===== src/rtl/seg_scan_driver_pkg.sv =====
// seg_scan_driver_pkg: shared segment constants and scan FSM state type
package seg_scan_driver_pkg;
    typedef enum logic {ST_BLANK, ST_DRIVE} state_t;
    localparam logic [7:0] SEG_0 = 8'hC0;
    localparam logic [7:0] SEG_1 = 8'hF9;
    localparam logic [7:0] SEG_2 = 8'hA4;
    localparam logic [7:0] SEG_3 = 8'hB0;
    localparam logic [7:0] SEG_4 = 8'h99;
    localparam logic [7:0] SEG_5 = 8'h92;
    localparam logic [7:0] SEG_6 = 8'h82;
    localparam logic [7:0] SEG_7 = 8'hF8;
    localparam logic [7:0] SEG_8 = 8'h80;
    localparam logic [7:0] SEG_9 = 8'h90;
    localparam logic [7:0] SEG_A = 8'h88;
    localparam logic [7:0] SEG_B = 8'h83;
    localparam logic [7:0] SEG_C = 8'hC6;
    localparam logic [7:0] SEG_D = 8'hA1;
    localparam logic [7:0] SEG_E = 8'h86;
    localparam logic [7:0] SEG_F = 8'h8E;
    localparam logic [7:0] SEG_OFF = 8'hFF;
    localparam logic [3:0] ANODE_OFF = 4'hF;
endpackage


===== src/rtl/seg_scan_driver_if.sv =====
// seg_scan_driver_if: digit/control inputs and scanned segment/anode outputs
interface seg_scan_driver_if;
    logic [15:0] digits;
    logic [3:0]  dots;
    logic [3:0]  blank;
    logic [3:0]  blink;
    logic [7:0]  eSeg;
    logic [3:0]  anode;
    logic        frame_tick;
    modport master (output digits, dots, blank, blink, input eSeg, anode, frame_tick);
    modport slave  (input digits, dots, blank, blink, output eSeg, anode, frame_tick);
endinterface


===== src/rtl/seg_hex_decode.sv =====
// seg_hex_decode: combinational nibble to active-low g..a segment pattern
module seg_hex_decode
    import seg_scan_driver_pkg::*;
(
    input  logic [3:0] i_nib,
    output logic [6:0] o_seg
);
    logic [7:0] w_pat;
    always_comb begin
        case (i_nib)
            4'h0: w_pat = SEG_0;
            4'h1: w_pat = SEG_1;
            4'h2: w_pat = SEG_2;
            4'h3: w_pat = SEG_3;
            4'h4: w_pat = SEG_4;
            4'h5: w_pat = SEG_5;
            4'h6: w_pat = SEG_6;
            4'h7: w_pat = SEG_7;
            4'h8: w_pat = SEG_8;
            4'h9: w_pat = SEG_9;
            4'hA: w_pat = SEG_A;
            4'hB: w_pat = SEG_B;
            4'hC: w_pat = SEG_C;
            4'hD: w_pat = SEG_D;
            4'hE: w_pat = SEG_E;
            default: w_pat = SEG_F;
        endcase
    end
    assign o_seg = w_pat[6:0];
endmodule


===== src/rtl/seg_scan_driver.sv =====
// seg_scan_driver: time-multiplexed 4-digit common-anode display scanner
// with per-frame input snapshot, blanking gaps, dots, blank and blink.
module seg_scan_driver
    import seg_scan_driver_pkg::*;
#(
    parameter int DIGIT_TICKS  = 100000,
    parameter int BLANK_TICKS  = 1000,
    parameter int BLINK_FRAMES = 125
) (
    input logic clk_osc,
    input logic rst_n,
    seg_scan_driver_if.slave bus
);
    localparam int DW = $clog2(DIGIT_TICKS + 1);
    localparam int BW = $clog2(BLANK_TICKS + 1);
    localparam int FW = $clog2(BLINK_FRAMES + 1);
    localparam logic [DW-1:0] D_LAST = DW'(DIGIT_TICKS - 1);
    localparam logic [BW-1:0] B_LAST = BW'(BLANK_TICKS - 1);
    localparam logic [FW-1:0] F_LAST = FW'(BLINK_FRAMES - 1);

    state_t        r_state, w_state_n;
    logic [1:0]    r_idx, w_idx_n;
    logic [DW-1:0] r_dcnt, w_dcnt_n;
    logic [BW-1:0] r_bcnt, w_bcnt_n;
    logic [FW-1:0] r_fcnt;
    logic          r_phase;
    logic [15:0]   r_digits, w_digits;
    logic [3:0]    r_dots, r_blank, r_blink, w_dots, w_blank, w_blink;
    logic [7:0]    r_eseg, w_eseg_n;
    logic [3:0]    r_anode, w_anode_n;
    logic          r_frame_tick, w_frame_tick_n;
    logic          w_snap, w_dark;
    logic [3:0]    w_nib;
    logic [6:0]    w_seg;

    always_comb begin
        w_state_n = r_state;
        w_idx_n   = r_idx;
        w_dcnt_n  = r_dcnt;
        w_bcnt_n  = r_bcnt;
        if (r_state == ST_BLANK) begin
            if (r_bcnt == B_LAST) begin
                w_state_n = ST_DRIVE;
                w_bcnt_n  = '0;
            end else
                w_bcnt_n = r_bcnt + 1'b1;
        end else if (r_dcnt == D_LAST) begin
            w_state_n = ST_BLANK;
            w_dcnt_n  = '0;
            w_idx_n   = r_idx - 2'd1;
        end else
            w_dcnt_n = r_dcnt + 1'b1;
    end

    // Snapshot values are forwarded so a 1-cycle blank gap still shows the new frame.
    assign w_snap   = (r_state == ST_BLANK) && (r_idx == 2'd3) && (r_bcnt == '0);
    assign w_digits = w_snap ? bus.digits : r_digits;
    assign w_dots   = w_snap ? bus.dots   : r_dots;
    assign w_blank  = w_snap ? bus.blank  : r_blank;
    assign w_blink  = w_snap ? bus.blink  : r_blink;
    assign w_nib    = w_digits[{w_idx_n, 2'b00} +: 4];
    assign w_dark   = w_blank[w_idx_n] | (w_blink[w_idx_n] & ~r_phase);

    seg_hex_decode u_dec (.i_nib(w_nib), .o_seg(w_seg));

    assign w_eseg_n       = (w_state_n == ST_BLANK || w_dark) ? SEG_OFF : {~w_dots[w_idx_n], w_seg};
    assign w_anode_n      = (w_state_n == ST_BLANK) ? ANODE_OFF : ~(4'b0001 << w_idx_n);
    assign w_frame_tick_n = (w_state_n == ST_DRIVE) && (w_idx_n == 2'd0) && (w_dcnt_n == D_LAST);

    always_ff @(posedge clk_osc) begin
        if (!rst_n) begin
            r_state      <= ST_BLANK;
            r_idx        <= 2'd3;
            r_dcnt       <= '0;
            r_bcnt       <= '0;
            r_fcnt       <= '0;
            r_phase      <= 1'b1;
            r_digits     <= '0;
            r_dots       <= '0;
            r_blank      <= '0;
            r_blink      <= '0;
            r_eseg       <= SEG_OFF;
            r_anode      <= ANODE_OFF;
            r_frame_tick <= 1'b0;
        end else begin
            r_state      <= w_state_n;
            r_idx        <= w_idx_n;
            r_dcnt       <= w_dcnt_n;
            r_bcnt       <= w_bcnt_n;
            r_digits     <= w_digits;
            r_dots       <= w_dots;
            r_blank      <= w_blank;
            r_blink      <= w_blink;
            r_eseg       <= w_eseg_n;
            r_anode      <= w_anode_n;
            r_frame_tick <= w_frame_tick_n;
            if (r_frame_tick) begin
                r_fcnt <= (r_fcnt == F_LAST) ? '0 : r_fcnt + 1'b1;
                if (r_fcnt == F_LAST) r_phase <= ~r_phase;
            end
        end
    end

    assign bus.eSeg       = r_eseg;
    assign bus.anode      = r_anode;
    assign bus.frame_tick = r_frame_tick;
endmodule

===== src/flat_wrapper.sv =====
// flat-port wrapper written by rule: the top's interface ports become plain ports
module seg_scan_driver_flat import seg_scan_driver_pkg::*;
#(
    parameter int DIGIT_TICKS  = 100000,
    parameter int BLANK_TICKS  = 1000,
    parameter int BLINK_FRAMES = 125
)
  (clk_osc, rst_n, bus_digits, bus_dots, bus_blank, bus_blink, bus_eSeg, bus_anode, bus_frame_tick);
  seg_scan_driver_if bus_i ();
  input logic clk_osc;
  input logic rst_n;
  input wire logic [$bits(bus_i.digits)-1:0] bus_digits;
  input wire logic [$bits(bus_i.dots)-1:0] bus_dots;
  input wire logic [$bits(bus_i.blank)-1:0] bus_blank;
  input wire logic [$bits(bus_i.blink)-1:0] bus_blink;
  output wire logic [$bits(bus_i.eSeg)-1:0] bus_eSeg;
  output wire logic [$bits(bus_i.anode)-1:0] bus_anode;
  output wire logic [$bits(bus_i.frame_tick)-1:0] bus_frame_tick;
  assign bus_i.digits = bus_digits;
  assign bus_i.dots = bus_dots;
  assign bus_i.blank = bus_blank;
  assign bus_i.blink = bus_blink;
  assign bus_eSeg = bus_i.eSeg;
  assign bus_anode = bus_i.anode;
  assign bus_frame_tick = bus_i.frame_tick;
  seg_scan_driver #(.DIGIT_TICKS(DIGIT_TICKS), .BLANK_TICKS(BLANK_TICKS), .BLINK_FRAMES(BLINK_FRAMES)) u_core (.clk_osc(clk_osc), .rst_n(rst_n), .bus(bus_i));
endmodule

===== config.mk =====
export PLATFORM = sky130hd
export DESIGN_NAME = seg_scan_driver_flat
export DESIGN_NICKNAME = d
export VERILOG_FILES = /design/src/rtl/seg_scan_driver_pkg.sv /design/src/rtl/seg_scan_driver_if.sv /design/src/rtl/seg_hex_decode.sv /design/src/rtl/seg_scan_driver.sv /design/src/flat_wrapper.sv
export SDC_FILE = /design/constraint.sdc
export NUM_CORES = 1
export LEC_CHECK = 0
export BUFFER_PORTS_ARGS = -buffer_cell sky130_fd_sc_hd__buf_2
export CAP_MARGIN = 30
export CORE_UTILIZATION = 43
export CTS_CLUSTER_DIAMETER = 150
export DETAILED_ROUTE_END_ITERATION = 6
export PLACE_DENSITY = 0.59
export SLEW_MARGIN = 40
export SYNTH_ARGS = -nofsm -noshare
export SYNTH_HDL_FRONTEND = slang
export SYNTH_SLANG_ARGS = --single-unit

===== constraint.sdc =====
create_clock -name clk_osc -period 5 [get_ports clk_osc]
set_input_delay 0.25 -clock clk_osc [delete_from_list [all_inputs] [get_ports clk_osc]]
set_output_delay 0.25 -clock clk_osc [all_outputs]
set_load 0.02 [all_outputs]

==> results of run 1 <==
## layer usage
metal / vias up / wire length, um / track usage
met5: - / 0 / 0
met4: 0 / 74 / 0.0700
met3: 6 / 268 / 0.0347
met2: 43 / 3530 / 0.280
met1: 1380 / 3940 / 0.236
li1: 1525 / - / -
## cell usage in the layout, fill, tap and decap left out, drive strengths merged, types with 11 or more instances in the layout
master  instances
dfxtp          79
buf            44
nand2          38
mux2i          35
nor2           33
nor2b          31
nand4          17
xor2           16
inv            14
o21ai          14
xnor2          13
a21oi          13
ha             11
and2           11
## cells by family after synthesis
group / count (synthesis)
compound gates: 57
xor+xnor: 29
fa+ha+maj: 11
buf+inv: 32
flops: 79
mux: 38
simple gates: 169
## sequential cells by signal, summed over array words and instances, names as in the netlist, 7 cells and up
name and flops:
u_core.bus.eSeg 8, u_core.r_dcnt 17, u_core.r_bcnt 10, u_core.r_fcnt 7, u_core.r_digits 16
## critical path, cell delays in order, from the launching register on
cell and delay (ns):
dfxtp_1 0.37, or4_4 0.58, nor4_4 0.49, nand4_1 0.23, and2_1 0.30, o221ai_1 0.48, inv_1 0.14, ha_1 0.26
inv_1 0.08, nor2_1 0.06, a21oi_1 0.15, o221ai_1 0.12
## worst max path at each step
stage / cells after the start / slack (ns) / end / start
after global routing: 12 / 1.23 / u_core.bus.eSeg[4]$_SDFF_PP1_ / u_core.r_dcnt[0]$_SDFF_PN0_
after floorplan: 14 / 1.92 / u_core.bus.eSeg[4]$_SDFF_PP1_ / u_core.r_idx[1]$_SDFF_PN1_
after CTS: 11 / 1.62 / u_core.bus.eSeg[4]$_SDFF_PP1_ / u_core.r_dcnt[6]$_SDFF_PN0_
after detailed placement: 11 / 1.62 / u_core.bus.eSeg[4]$_SDFF_PP1_ / u_core.r_dcnt[6]$_SDFF_PN0_
final: 11 / 1.62 / u_core.bus.eSeg[4]$_SDFF_PP1_ / u_core.r_dcnt[6]$_SDFF_PN0_
after global placement: 11 / 1.74 / u_core.bus.eSeg[4]$_SDFF_PP1_ / u_core.r_dcnt[6]$_SDFF_PN0_
## area by class of cell
cell class              instances  area, um2
repair buffers                 44        225
inverters                      13       48.8
well taps                     108        135
clock inverters                 7       53.8
flip-flops and latches         79       1580
multi-input cells             304       2150
clock buffers                   9        124
fillers                       830       4400
## power by group through the flow
stage	combinational [mW]	clock, mW	sequential (mW)
2_1_floorplan	0.139	0	0.674
3_3_place_gp	0.173	0	0.675
3_5_place_dp	0.176	0	0.676
4_1_cts	0.177	0.449	0.661
5_1_grt	0.196	0.474	0.663
6_report	0.174	0.432	0.661
## per-stage QoR
| step | instance area, um2 | total power, mW |
|---|---|---|
| floorplan | 3880 | 0.812 |
| global placement | 4140 | 0.848 |
| detailed placement | 4140 | 0.852 |
| CTS | 4320 | 1.29 |
| global route | 4320 | 1.33 |
| finish | 4320 | 1.27 |
==> results.md, run 1 <==
- Status: complete, no violations
- Leading area contributor after synthesis: dfxtp_1
- Clock buffer depth: 2
- Die height: a little under 100 um
- Post-synth top flop: dfxtp_1
- CTS tree: yes
- Hold Crit Class: input pin to register
- WHS Endpoint: u_core.r_dots[0]$_SDFF_PN0_
- Clk sinks: just under 80
- TritonCTS buffer count: 9
- Net count after synthesis: roughly 460
- Cells after DPL: 548
- Required time worst endpoint: around 5.2 ns
- Nature of the critical path endpoint: register
- Comb pwr share: 0.137
- Sw frac: 0.276
- Worst Hold Depth: 3
- RSZ-0062 raised after global routing: no
- Asr flop ratio synth: 0
- Synth-to-layout area growth: 11.5%
- Net switching power: 350 uW
- Die Wd: 97.0 um
- R2R setup slack: about 1.6 ns
- Mux cell area share after synthesis: 0.106
- Mapped Area: 3880 um2
- WP data arrival: 3.59 ns
- H-tree depth: 3
- Reg-to-Reg Start: u_core.r_dcnt[6]$_SDFF_PN0_
- Reg-to-reg critical path endpoint: u_core.bus.eSeg[4]$_SDFF_PP1_
- Max Clock Skew: around 0.013 ns
- Final wirelength: slightly below 8 mm
- Most frequent cell after synthesis: dfxtp_1
- Fin. Hold Viols: 0
- Share of cells above drive strength 1: 0.162
- Vias in the first global route: ~2900
- Worst vdd ir: roughly 140 uV
- Kind of critical path: register to register
- Final Critical Period: 3.38 ns
- GRT Total Usage: 0.177
- Headroom to the max-slew limit: 0.533
- Iter 0 DRT Violations: about 150
- Die area: approximately 9400 um2
- Worst Path Max Fanout: 9
- Post-CTS setup buffer count: 0
- Syn_area_per_cell: approximately 9.3 um2
- Pwr dens: just under 300 nW/um2
- Adder-Cell Fraction of Synth Area: 0.0355
- Per-cell routed wire length: approximately 14 um
- Nets: roughly 490
- Internal power: roughly 900 uW
- Number of synthesized flops with an enable pin: 0
- Final setup viols: 0
- Clk_lat worst skew: ~0.34 ns
- Via/cell ratio: ~5.2
- CTS root buffer: clkbuf_8
- Post-place setup slack: about 1.6 ns
- DR DRC count: 0
- Routed vias: roughly 3000
- Worst Min Path Start: bus_dots[0]
- Compound-cell area share of the yosys netlist: 0.109
- Final worst slack: between 1.5 and 2 ns
- Synth cell types: 57
- Final hold slack: 0.181 ns
- Util after Layout: 0.496
- Clock slew at reported path FFs: roughly 0.090 ns
- Starting Density: 0.445
- Tcrit/Tclk final: 0.676
- Fmax: ~0.3 GHz
- Critical Path Source Type: register
- Mapped Cells: around 420
- GP Congestion: 0.768
- Worst Tran Pin Value: approximately 0.7 ns
- Post_cts resized: 0
- Top-level I/O count: 43
- Seq/Total Area, Yosys: 0.408
- Reg2Reg Depth: 11
- First-pass GRT wire length: ~14 mm
- Gr ovfl total: 0
- Synth Area in Simple Gates: 0.239
- Synth cell count leaders: dfxtp_1, nand2_1, mux2i_1, nor2_1, nor2b_1
- FF+latch count, synth: 79
- Synth top area cells: dfxtp_1, mux2i_1, nor2b_1, nand2_1, xor2_1
- ANT cells: 0
- Maxcap violations: 0
- Initial antenna violation count: 0
- Row count: 34
- First-pass detailed-route iteration total: 5
- Detail Placement HPWL: roughly 5.7 mm
- Post-synthesis xor/xnor area fraction: 0.0655
- YS warnings: 0
- Sequential fraction of design power: 0.522
- Top-area cell type share of the netlist area: 0.408
- Hold_buf cts: 0
- Post-route ant nets: 0
- Finished Layout Cells: about 560
- Placeable Area: roughly 8700 um2
- Slew Viols, Final: 0
- Largest family of logic cells by synthesized area: simple AND/OR/NAND/NOR gates
- Largest net degree at the start of global routing: 43
- Clock share of power: 0.341
- Leak: between 1.5 and 2 nW
- PortBufs: 42
- Sum Neg Setup Slack: 0 ns
(Power assumes the default switching activity.)
==> run 2, diff against run 1 <==
--- a/config.mk
+++ b/config.mk
@@ -10,7 +10,7 @@
 export CORE_UTILIZATION = 43
 export CTS_CLUSTER_DIAMETER = 150
 export DETAILED_ROUTE_END_ITERATION = 6
-export PLACE_DENSITY = 0.59
+export PLACE_DENSITY = 0.61
 export SLEW_MARGIN = 40
 export SYNTH_ARGS = -nofsm -noshare
 export SYNTH_HDL_FRONTEND = slang
==> constraint.sdc (replaced) <==
create_clock -name clk_osc -period 3.1 [get_ports clk_osc]
set_input_delay 0.155 -clock clk_osc [delete_from_list [all_inputs] [get_ports clk_osc]]
set_output_delay 0.155 -clock clk_osc [all_outputs]
set_load 0.02 [all_outputs]
==> run 2 against run 1 <==
Clock skew is 0.0058 ns lower. Register-to-register slack lost 1.5 ns. Global-route usage grew 0.12 points. Sequential power grew 62%. Via count grew 3.5%. Maximum frequency rose by 14%. Largest cell class unchanged.
==> results.md, run 2 (same netlist as run 1, synthesis figures left out) <==
- Final worst slack: 0.143 ns (-1.48 ns)
- Clock buffer depth: 2 (unchanged)
- DR DRC count: 0 (unchanged)
- Clk_lat worst skew: 0.36 ns (+0.02 ns)
- Iter 0 DRT Violations: 111 (-28%)
- Nature of the critical path endpoint: register
- Final wirelength: 8.00 mm (+2.5%)
- Via/cell ratio: 5.20 (-0.70%)
- Max Clock Skew: 0.00719 ns (-0.00585 ns)
- Crit-path most repeated cell: or4_4
- Pwr dens: 463 nW/um2 (+58%)
- Placeable Area: 8720 um2 (unchanged)
- CTS root buffer: clkbuf_8
- H-tree depth: 3 (unchanged)
- Nets: 517 (+5.1%)
- Required time worst endpoint: 3.33 ns (-1.88 ns)
- Die area: 9400 um2 (unchanged)
- Worst Tran Pin Value: 0.653 ns (-0.0403 ns)
- Commonest cells after routing, fill and taps aside: dfxtp_1, buf_2, nand2_1
- ANT cells: 0 (unchanged)
- CP top delay family: simple AND/OR/NAND/NOR gates
- Initial antenna violation count: 0 (unchanged)
- Net switching power: 544 uW (+56%)
- Commonest non-fill, non-tap cell in the layout: dfxtp_1
- Headroom to the max-slew limit: 0.560 (+0.0272)
- Routed vias: 3058 (+3.5%)
- Post-place setup slack: 0.0155 ns (-1.60 ns)
- Critical Path Source Type: register
- CP Cell Sequence: or4_4 > or4_4 > o211ai_2 > and2_1 > o22a_1 > o221ai_2 > ha_1 > mux2_4 > mux2i_1 > nand2_1
- Total power: 2.11 mW (+67%)
- Final Critical Period: 2.96 ns (-0.422 ns)
- Synth-to-layout area growth: 17.7%
- Fmax: 0.338 GHz (+14%)
- Share of cells above drive strength 1: 0.219 (+0.0565)
- Sequential fraction of design power: 0.506 (-0.016)
- Status: complete, no violations
- Internal power: 1.57 mW (+71%)
- PortBufs: 42 (unchanged)
- Tcrit/Tclk final: 0.954 (+0.278)
- Leading registers by flop count: u_core.r_dcnt: 17 flops, u_core.r_digits: 16 flops, u_core.r_bcnt: 10 flops
- Vias in the first global route: 2920 (+1.9%)
- Fin. Hold Viols: 0 (unchanged)
- Top-level I/O count: 43 (unchanged)
- GRT Total Usage: 0.178 (+0.00121)
- Comb pwr share: 0.143 (+0.006)
- Starting Density: 0.445 (unchanged)
- Worst Path Max Fanout: 5 (-4)
- Detail Placement HPWL: 5.87 mm (+3.2%)
- Die Wd: 97.0 um (unchanged)
- CTS tree: yes
- Clock slew at reported path FFs: 0.08 ns (about the same)
- Die height: 97.0 um (unchanged)
- Fill count: 808 (-2.7%)
- Per-cell routed wire length: 13.6 um (-1.7%)
- Gr ovfl total: 0 (unchanged)
- Top reg by flops: u_core.r_dcnt
- WP data arrival: 3.19 ns (-0.40 ns)
- TritonCTS buffer count: 9 (unchanged)
- Util after Layout: 0.523 (+0.0275)
- Maxcap violations: 0 (unchanged)
- Leak: 1.81 nW (+7.9%)
- Worst vdd ir: 214 uV (+55%)
- Clock share of power: 0.351 (+0.010)
- First-pass GRT wire length: 13.5 mm (-0.66%)
- First-pass detailed-route iteration total: 4 (-1)
- Largest register FFs: 17 (unchanged)
- Row count: 34 (unchanged)
- Buf/Inv on CP: 0 (-2)
- Clk sinks: 79 (unchanged)
- Final setup viols: 0 (unchanged)
- Hold Crit Class: input pin to register
- Largest net degree at the start of global routing: 42 (-2.3%)
- CP max stage cell: or4_4
- GP Congestion: 0.816 (+6.2%)
- Slew Viols, Final: 0 (unchanged)
- Sw frac: 0.258 (-0.0181)
- Post-route ant nets: 0 (unchanged)
- Kind of critical path: register to register
- Slowest stage delay, CP: 0.58 ns (about the same)
-- run 2: layer usage --
| layer | global-route usage | wire, um |
|---|---|---|
| met5 | 0 | 0 |
| met4 | 0.0586 | 85 |
| met3 | 0.0470 | 313 |
| met2 | 0.283 | 3680 |
| met1 | 0.234 | 3920 |
-- run 2: timing repair --
item,CTS,global route
setup endpoints to repair,0,8
setup buffers,0,3
resized for setup,0,8
hold buffers,0,0
-- run 2: power by group through the flow --
stage          clock network (mW)  logic (mW)  registers, mW
2_1_floorplan                   0       0.223           1.09
5_1_grt                     0.809       0.338           1.07
3_3_place_gp                    0       0.299           1.09
6_report                    0.741       0.302           1.07
3_5_place_dp                    0       0.302           1.09
4_1_cts                     0.769       0.303           1.07
-- run 2: tightest hold or removal path: stages --
cell,delay [ns]
buf_2,0.08
mux2i_1,0.07
nor2b_1,0.10
-- run 2: final cells by class --
| cell class | count | area (um2) | area share |
|---|---|---|---|
| Inverter | 13 | 48.8 | 0.0107 |
| Clock buffer | 9 | 124 | 0.0272 |
| Timing Repair Buffer | 69 | 425 | 0.0933 |
| Sequential cell | 79 | 1580 | 0.347 |
| Tap cell | 108 | 135 | 0.0296 |
| Multi-Input combinational cell | 304 | 2180 | 0.479 |
| Clock inverter | 6 | 61.3 | 0.0134 |
-- run 2: path summary, 6_finish.rpt --
path                                   endpoint  depth (start not counted)  slack (ns)                           from
hold / removal      u_core.r_dots[2]$_SDFF_PN0_                          3        0.08                    bus_dots[2]
setup reg to reg  u_core.bus.eSeg[3]$_SDFF_PP1_                         10        0.14    u_core.r_dcnt[6]$_SDFF_PN0_
setup / recovery  u_core.bus.eSeg[3]$_SDFF_PP1_                         10        0.14    u_core.r_dcnt[6]$_SDFF_PN0_
hold reg to reg   u_core.r_fcnt[6]$_SDFFE_PN0P_                          2        0.50  u_core.r_fcnt[6]$_SDFFE_PN0P_
-- run 2: through the flow --
step / cell area [um2] / hold slack (ns) / setup TNS (ns) / instances
6_report: 4560 / 0.0806 / 0 / 588
5_1_grt: 4560 / 0.0755 / -0.0211 / 588
4_1_cts: 4510 / 0.0669 / 0 / 585
3_5_place_dp: 4320 / 0.452 / 0 / 570
3_3_place_gp: 4320 / 0.442 / 0 / 570
2_1_floorplan: 3880 / 0.321 / 0 / 415
